**config.mk**
```make
export PLATFORM = sky130hd
export DESIGN_NAME = multicycle_controller_flat
export DESIGN_NICKNAME = d
export VERILOG_FILES = /design/src/rtl/multicycle_controller_if.sv /design/src/rtl/multicycle_controller.sv /design/src/flat_wrapper.sv
export SDC_FILE = /design/constraint.sdc
export NUM_CORES = 1
export LEC_CHECK = 0
export BUFFER_PORTS_ARGS = -buffer_cell sky130_fd_sc_hd__buf_2
export CORE_AREA = 2 2 39 41
export CTS_CLUSTER_SIZE = 8
export DETAILED_ROUTE_END_ITERATION = 10
export DIE_AREA = 0 0 41 43
export MAX_ROUTING_LAYER = met4
export PLACE_DENSITY_LB_ADDON = 0.15
export REMOVE_ABC_BUFFERS = 1
export SYNTH_ARGS = -nofsm -noshare
export SYNTH_HDL_FRONTEND = slang
export SYNTH_SLANG_ARGS = --single-unit
```
**constraint.sdc**
```tcl
create_clock -name clk -period 2 [get_ports clk]
set_clock_uncertainty 0.1 [all_clocks]
set_input_delay 0.3 -clock clk [delete_from_list [all_inputs] [get_ports clk]]
set_output_delay 0.3 -clock clk [all_outputs]
set_load 0.02 [all_outputs]
```
**src/rtl/multicycle_controller_if.sv**
```systemverilog
// Control bundle between the multicycle controller and the shared datapath.
// The master side is the controller: it reads instruction fields and status, and drives selects and enables.
interface multicycle_controller_if;
   logic [1:0] Op;
   logic [5:0] Funct;
   logic [3:0] Rd;
   logic       CondEx;
   logic       MemReady;

   logic       IRWrite;
   logic       MemWrite;
   logic       RegWrite;
   logic       PCWrite;
   logic       FlagWrite;
   logic       AdrSrc;
   logic       ALUSrcA;
   logic [1:0] ALUSrcB;
   logic [1:0] ResultSrc;
   logic [1:0] ALUControl;
   logic [1:0] ImmSrc;
   logic [1:0] RegSrc;
   logic       Undef;

   modport master (
      input  Op, Funct, Rd, CondEx, MemReady,
      output IRWrite, MemWrite, RegWrite, PCWrite, FlagWrite,
      output AdrSrc, ALUSrcA, ALUSrcB, ResultSrc, ALUControl, ImmSrc, RegSrc, Undef
   );

   modport slave (
      output Op, Funct, Rd, CondEx, MemReady,
      input  IRWrite, MemWrite, RegWrite, PCWrite, FlagWrite,
      input  AdrSrc, ALUSrcA, ALUSrcB, ResultSrc, ALUControl, ImmSrc, RegSrc, Undef
   );
endinterface

```
**src/rtl/multicycle_controller.sv**
```systemverilog
// Main control FSM of the multicycle ARM-subset core: Moore state decode for the datapath selects,
// with architectural write enables gated by the condition check and forced off while reset is held.
module multicycle_controller (
   input  logic                           clk,
   input  logic                           reset,
   multicycle_controller_if.master        bus
);

   typedef enum logic [3:0] {
      FETCH, DECODE, MEMADR, MEMRD, MEMWB, MEMWR,
      EXECUTER, EXECUTEI, ALUWB, BRANCH, UNKNOWN
   } state_e;

   state_e state_q, state_d;

   logic nextPC, regW, memW, br, aluOp, undefRaw, pcs;

   always_ff @(posedge clk) begin
      if (!reset) state_q <= FETCH;
      else        state_q <= state_d;
   end

   always_comb begin
      state_d       = state_q;
      nextPC        = 1'b0;
      regW          = 1'b0;
      memW          = 1'b0;
      br            = 1'b0;
      aluOp         = 1'b0;
      undefRaw      = 1'b0;
      bus.AdrSrc    = 1'b0;
      bus.ALUSrcA   = 1'b0;
      bus.ALUSrcB   = 2'b00;
      bus.ResultSrc = 2'b00;
      case (state_q)
         FETCH: begin
            bus.ALUSrcA   = 1'b1;
            bus.ALUSrcB   = 2'b10;
            bus.ResultSrc = 2'b10;
            nextPC        = bus.MemReady;
            if (bus.MemReady) state_d = DECODE;
         end
         DECODE: begin
            bus.ALUSrcA   = 1'b1;
            bus.ALUSrcB   = 2'b10;
            bus.ResultSrc = 2'b10;
            case (bus.Op)
               2'b00:   state_d = bus.Funct[5] ? EXECUTEI : EXECUTER;
               2'b01:   state_d = MEMADR;
               2'b10:   state_d = BRANCH;
               default: state_d = UNKNOWN;
            endcase
         end
         MEMADR: begin
            bus.ALUSrcB = 2'b01;
            state_d     = bus.Funct[0] ? MEMRD : MEMWR;
         end
         MEMRD: begin
            bus.AdrSrc = 1'b1;
            if (bus.MemReady) state_d = MEMWB;
         end
         MEMWB: begin
            bus.ResultSrc = 2'b01;
            regW          = 1'b1;
            state_d       = FETCH;
         end
         MEMWR: begin
            bus.AdrSrc = 1'b1;
            memW       = bus.MemReady;
            if (bus.MemReady) state_d = FETCH;
         end
         EXECUTER: begin
            aluOp   = 1'b1;
            state_d = ALUWB;
         end
         EXECUTEI: begin
            bus.ALUSrcB = 2'b01;
            aluOp       = 1'b1;
            state_d     = ALUWB;
         end
         ALUWB: begin
            regW    = 1'b1;
            aluOp   = 1'b1;
            state_d = FETCH;
         end
         BRANCH: begin
            bus.ALUSrcB   = 2'b01;
            bus.ResultSrc = 2'b10;
            br            = 1'b1;
            state_d       = FETCH;
         end
         UNKNOWN: begin
            undefRaw = 1'b1;
            state_d  = FETCH;
         end
         default: state_d = FETCH;
      endcase
   end

   // Unrecognised data-processing commands quietly fall back to ADD rather than trapping.
   always_comb begin
      bus.ALUControl = 2'b00;
      if (aluOp) begin
         case (bus.Funct[4:1])
            4'b0100: bus.ALUControl = 2'b00;
            4'b0010: bus.ALUControl = 2'b01;
            4'b0000: bus.ALUControl = 2'b10;
            4'b1100: bus.ALUControl = 2'b11;
            default: bus.ALUControl = 2'b00;
         endcase
      end
   end

   // Writes to R15 redirect the PC instead of the register file; reset masks every commit.
   assign pcs           = (regW & (bus.Rd == 4'd15)) | br;
   assign bus.IRWrite   = reset & nextPC;
   assign bus.PCWrite   = reset & (nextPC | (pcs & bus.CondEx));
   assign bus.RegWrite  = reset & regW & bus.CondEx & (bus.Rd != 4'd15);
   assign bus.MemWrite  = reset & memW & bus.CondEx;
   assign bus.FlagWrite = reset & (state_q == ALUWB) & bus.Funct[0] & bus.CondEx;
   assign bus.Undef     = reset & undefRaw;
   assign bus.ImmSrc    = bus.Op;
   assign bus.RegSrc    = {bus.Op == 2'b01, bus.Op == 2'b10};

endmodule

```
**src/flat_wrapper.sv**
```systemverilog
// flat-port wrapper written by rule: the top's interface ports become plain ports
module multicycle_controller_flat 
  (clk, reset, bus_Op, bus_Funct, bus_Rd, bus_CondEx, bus_MemReady, bus_IRWrite, bus_MemWrite, bus_RegWrite, bus_PCWrite, bus_FlagWrite, bus_AdrSrc, bus_ALUSrcA, bus_ALUSrcB, bus_ResultSrc, bus_ALUControl, bus_ImmSrc, bus_RegSrc, bus_Undef);
  multicycle_controller_if bus_i ();
  input  logic clk;
  input  logic reset;
  input wire logic [$bits(bus_i.Op)-1:0] bus_Op;
  input wire logic [$bits(bus_i.Funct)-1:0] bus_Funct;
  input wire logic [$bits(bus_i.Rd)-1:0] bus_Rd;
  input wire logic [$bits(bus_i.CondEx)-1:0] bus_CondEx;
  input wire logic [$bits(bus_i.MemReady)-1:0] bus_MemReady;
  output wire logic [$bits(bus_i.IRWrite)-1:0] bus_IRWrite;
  output wire logic [$bits(bus_i.MemWrite)-1:0] bus_MemWrite;
  output wire logic [$bits(bus_i.RegWrite)-1:0] bus_RegWrite;
  output wire logic [$bits(bus_i.PCWrite)-1:0] bus_PCWrite;
  output wire logic [$bits(bus_i.FlagWrite)-1:0] bus_FlagWrite;
  output wire logic [$bits(bus_i.AdrSrc)-1:0] bus_AdrSrc;
  output wire logic [$bits(bus_i.ALUSrcA)-1:0] bus_ALUSrcA;
  output wire logic [$bits(bus_i.ALUSrcB)-1:0] bus_ALUSrcB;
  output wire logic [$bits(bus_i.ResultSrc)-1:0] bus_ResultSrc;
  output wire logic [$bits(bus_i.ALUControl)-1:0] bus_ALUControl;
  output wire logic [$bits(bus_i.ImmSrc)-1:0] bus_ImmSrc;
  output wire logic [$bits(bus_i.RegSrc)-1:0] bus_RegSrc;
  output wire logic [$bits(bus_i.Undef)-1:0] bus_Undef;
  assign bus_i.Op = bus_Op;
  assign bus_i.Funct = bus_Funct;
  assign bus_i.Rd = bus_Rd;
  assign bus_i.CondEx = bus_CondEx;
  assign bus_i.MemReady = bus_MemReady;
  assign bus_IRWrite = bus_i.IRWrite;
  assign bus_MemWrite = bus_i.MemWrite;
  assign bus_RegWrite = bus_i.RegWrite;
  assign bus_PCWrite = bus_i.PCWrite;
  assign bus_FlagWrite = bus_i.FlagWrite;
  assign bus_AdrSrc = bus_i.AdrSrc;
  assign bus_ALUSrcA = bus_i.ALUSrcA;
  assign bus_ALUSrcB = bus_i.ALUSrcB;
  assign bus_ResultSrc = bus_i.ResultSrc;
  assign bus_ALUControl = bus_i.ALUControl;
  assign bus_ImmSrc = bus_i.ImmSrc;
  assign bus_RegSrc = bus_i.RegSrc;
  assign bus_Undef = bus_i.Undef;
  multicycle_controller u_core (.clk(clk), .reset(reset), .bus(bus_i));
endmodule
```
==> impl_metrics.yaml <==
critical_path:
  endpoint_kind: "output pin"
  critPathKind: "reg -> out"
  reg2reg_depth: 5
  cp.required_ns: 1.60
  cp_max_fo: 7
  crit_arrival_ns: 1.50
  reg2reg_to: "u_core.state_q[2]"
  r2r_slack_ns: 0.60
  start_kind: "flop"
  reg2reg_from: "u_core.state_q[1]"
sta:
  relSlewSlack: 0.829
  slew_violations: 0
  finalCriticalPeriod_ns: 1.90
  setup_viol: 0
  final.setup.tns_ns: 0
  hold_viol_final: 0
  min_period_over_period: 0.952
  max_freq_mhz: 525
  rsz0062_at_grt: "no"
  tightest_slew_ns: 0.256
global_routing:
  grtUsageMet3: 0.0471
  grt_pass1_wl_mm: 2.04
  grt_max_degree: 14
  overflow: 0
  antenna_found_initial: 0
  busiest_layer: "met2"
  grt_pass1_vias: 519
  grt_util_met2: 0.247
  track_usage: 0.173
  grtUsageMet1: 0.218
clock_tree:
  htree_levels: 1
  root_buffer: "clkbuf_4"
  cts_setup_buffers: 0
  cts_buffer_depth: 2
  clk_pin_slew_ns: 0.04
  cts_sinks: 4
  tritoncts: "done"
  clock_latency_ns: 0.24
  numCtsBuffers: 3
cells_and_area:
  antennaDiodeCount: 0
  top_register: "u_core.state_q"
  stdcell_count: 121
  final_common_cell: "buf_2"
  fillers: 152
  layout_common_cells: "33 x buf_2, 11 x nor2_1, 6 x nor3_1"
  top_regs: "u_core.state_q x4"
  drive_above_1_share: 0.467
  largest_reg_flops: 4
  fin_nets: 123
  syn_to_final_growth_pct: 35.9
floorplan:
  fp-row-count: 14
  ios: 34
  die_width_um: 41
  core_um2: 1380
  die-area_um2: 1760
  initial_core_util: 0.368
  dieHeight_um: 43
route:
  drt_wl_total_mm: 1.26
  drt_iter0_drc: 12
  ant_nets: 0
  vias: 617
  avgRoutedWirePerCell_um: 10.4
  drc: 0
  dr.pass1.iters: 2
  vias_per_cell: 5.10
synthesis:
  synth-edff-count: 0
  synth_area_um2: 509
  synth_cell_types: 33
  synth_ff_type: "dfxtp_1"
  yosys_warnings: 0
  syn_inst: 73
  ys_async_sr_fraction: 0
  syn_avg_cell_area_um2: 6.98
  ys_seq_area_frac: 0.157
  ys_seq_elements: 4
flow_run:
  cap_viol_max_count: 0
worst_hold_path:
  holdCritStartpoint: "bus_Op[1]"
  hold_end: "u_core.state_q[3]"
  holdPathStages: 3
  min_path_type: "in -> reg"
placement:
  io_buffer_count: 33
  dp_hpwl_mm: 1.03
  place.gp.congestion: 0.785
  dp.cells: 118
power_and_ir_drop:
  ir_drop_mv: 0.262
  power_density_nw_per_um2: 488
  power.leakage_nw: 0.323
status:
  status: "complete, no violations"
==> where the power goes <==
part | total (W) | internal [W] | switching (W)
Clock | 0.000102 | 0.0000672 | 0.0000349
Sequential | 0.0000970 | 0.0000866 | 0.0000104
Combinational | 0.000139 | 0.0000592 | 0.0000796
Total | 0.000338 | 0.000213 | 0.000125
==> Yosys cell counts (2+ instances only) <==
cell	n	share of area
xnor2_1	2	0.034
nor3_2	2	0.039
nor2b_1	5	0.061
nand2_1	4	0.029
o21ai_0	2	0.020
a21oi_1	4	0.039
dfxtp_1	4	0.16
nand2b_1	5	0.061
buf_4	4	0.059
a22oi_1	2	0.029
nand3_1	2	0.020
nor2_1	11	0.081
nor3_1	6	0.059
==> layout make-up <==
| type | instances | area (um^2) | area share |
|---|---|---|---|
| well taps | 16 | 20.0 | 0.0289 |
| clock buffers | 3 | 22.5 | 0.0325 |
| flip-flops and latches | 4 | 83.8 | 0.121 |
| repair buffers | 35 | 180 | 0.260 |
| inverters | 2 | 7.51 | 0.0108 |
| multi-input cells | 61 | 378 | 0.546 |
==> repair_timing <==
action                                  in CTS  in global routing
endpoints found under the setup margin       0                  3
hold buffers                                 0                  0
resized for setup                            0                  4
==> through the flow <==
| step | total power, W | setup WS, ns | instance area (um^2) | hold WS (ns) | util |
|---|---|---|---|---|---|
| after floorplan | 0.000180 | 0.132 | 463 | 0.344 | - |
| after global placement | 0.000235 | 0.290 | 663 | 0.518 | 0.479 |
| after detailed placement | 0.000236 | 0.263 | 663 | 0.515 | 0.479 |
| after CTS | 0.000338 | 0.0110 | 686 | 0.272 | 0.495 |
| after global routing | 0.000364 | 0.00448 | 692 | 0.287 | 0.500 |
| final | 0.000338 | 0.0956 | 692 | 0.262 | 0.500 |
==> cells by family after synthesis <==
group           share of synthesized area
buf+inv                             0.106
compound gates                      0.199
xor+xnor                           0.0344
flops                               0.157
simple gates                        0.504
==> how the worst max path moves through the flow <==
stage,startpoint,to,slack (ns),cells after the start
3_5_place_dp,u_core.state_q[1],bus_PCWrite,0.26,4
3_3_place_gp,u_core.state_q[2],bus_ALUControl[1],0.29,5
2_1_floorplan,u_core.state_q[2],bus_ALUControl[1],0.13,4
4_1_cts,u_core.state_q[1],bus_PCWrite,0.01,4
5_1_grt,u_core.state_q[1],bus_PCWrite,0.004,4
6_report,u_core.state_q[1],bus_PCWrite,0.1,4
==> worst max-delay path, cell delays in order, from the launching register on <==
cell,delay [ns]
dfxtp_2,0.37
and2b_4,0.22
and4_1,0.19
or3_1,0.33
buf_2,0.16
==> layer usage <==
metal	routed length (um)	part of all wire
met2	590	0.47
met4	13	0.010
met5	0	0
met3	91	0.072
met1	566	0.45
(Power assumes the default switching activity.)
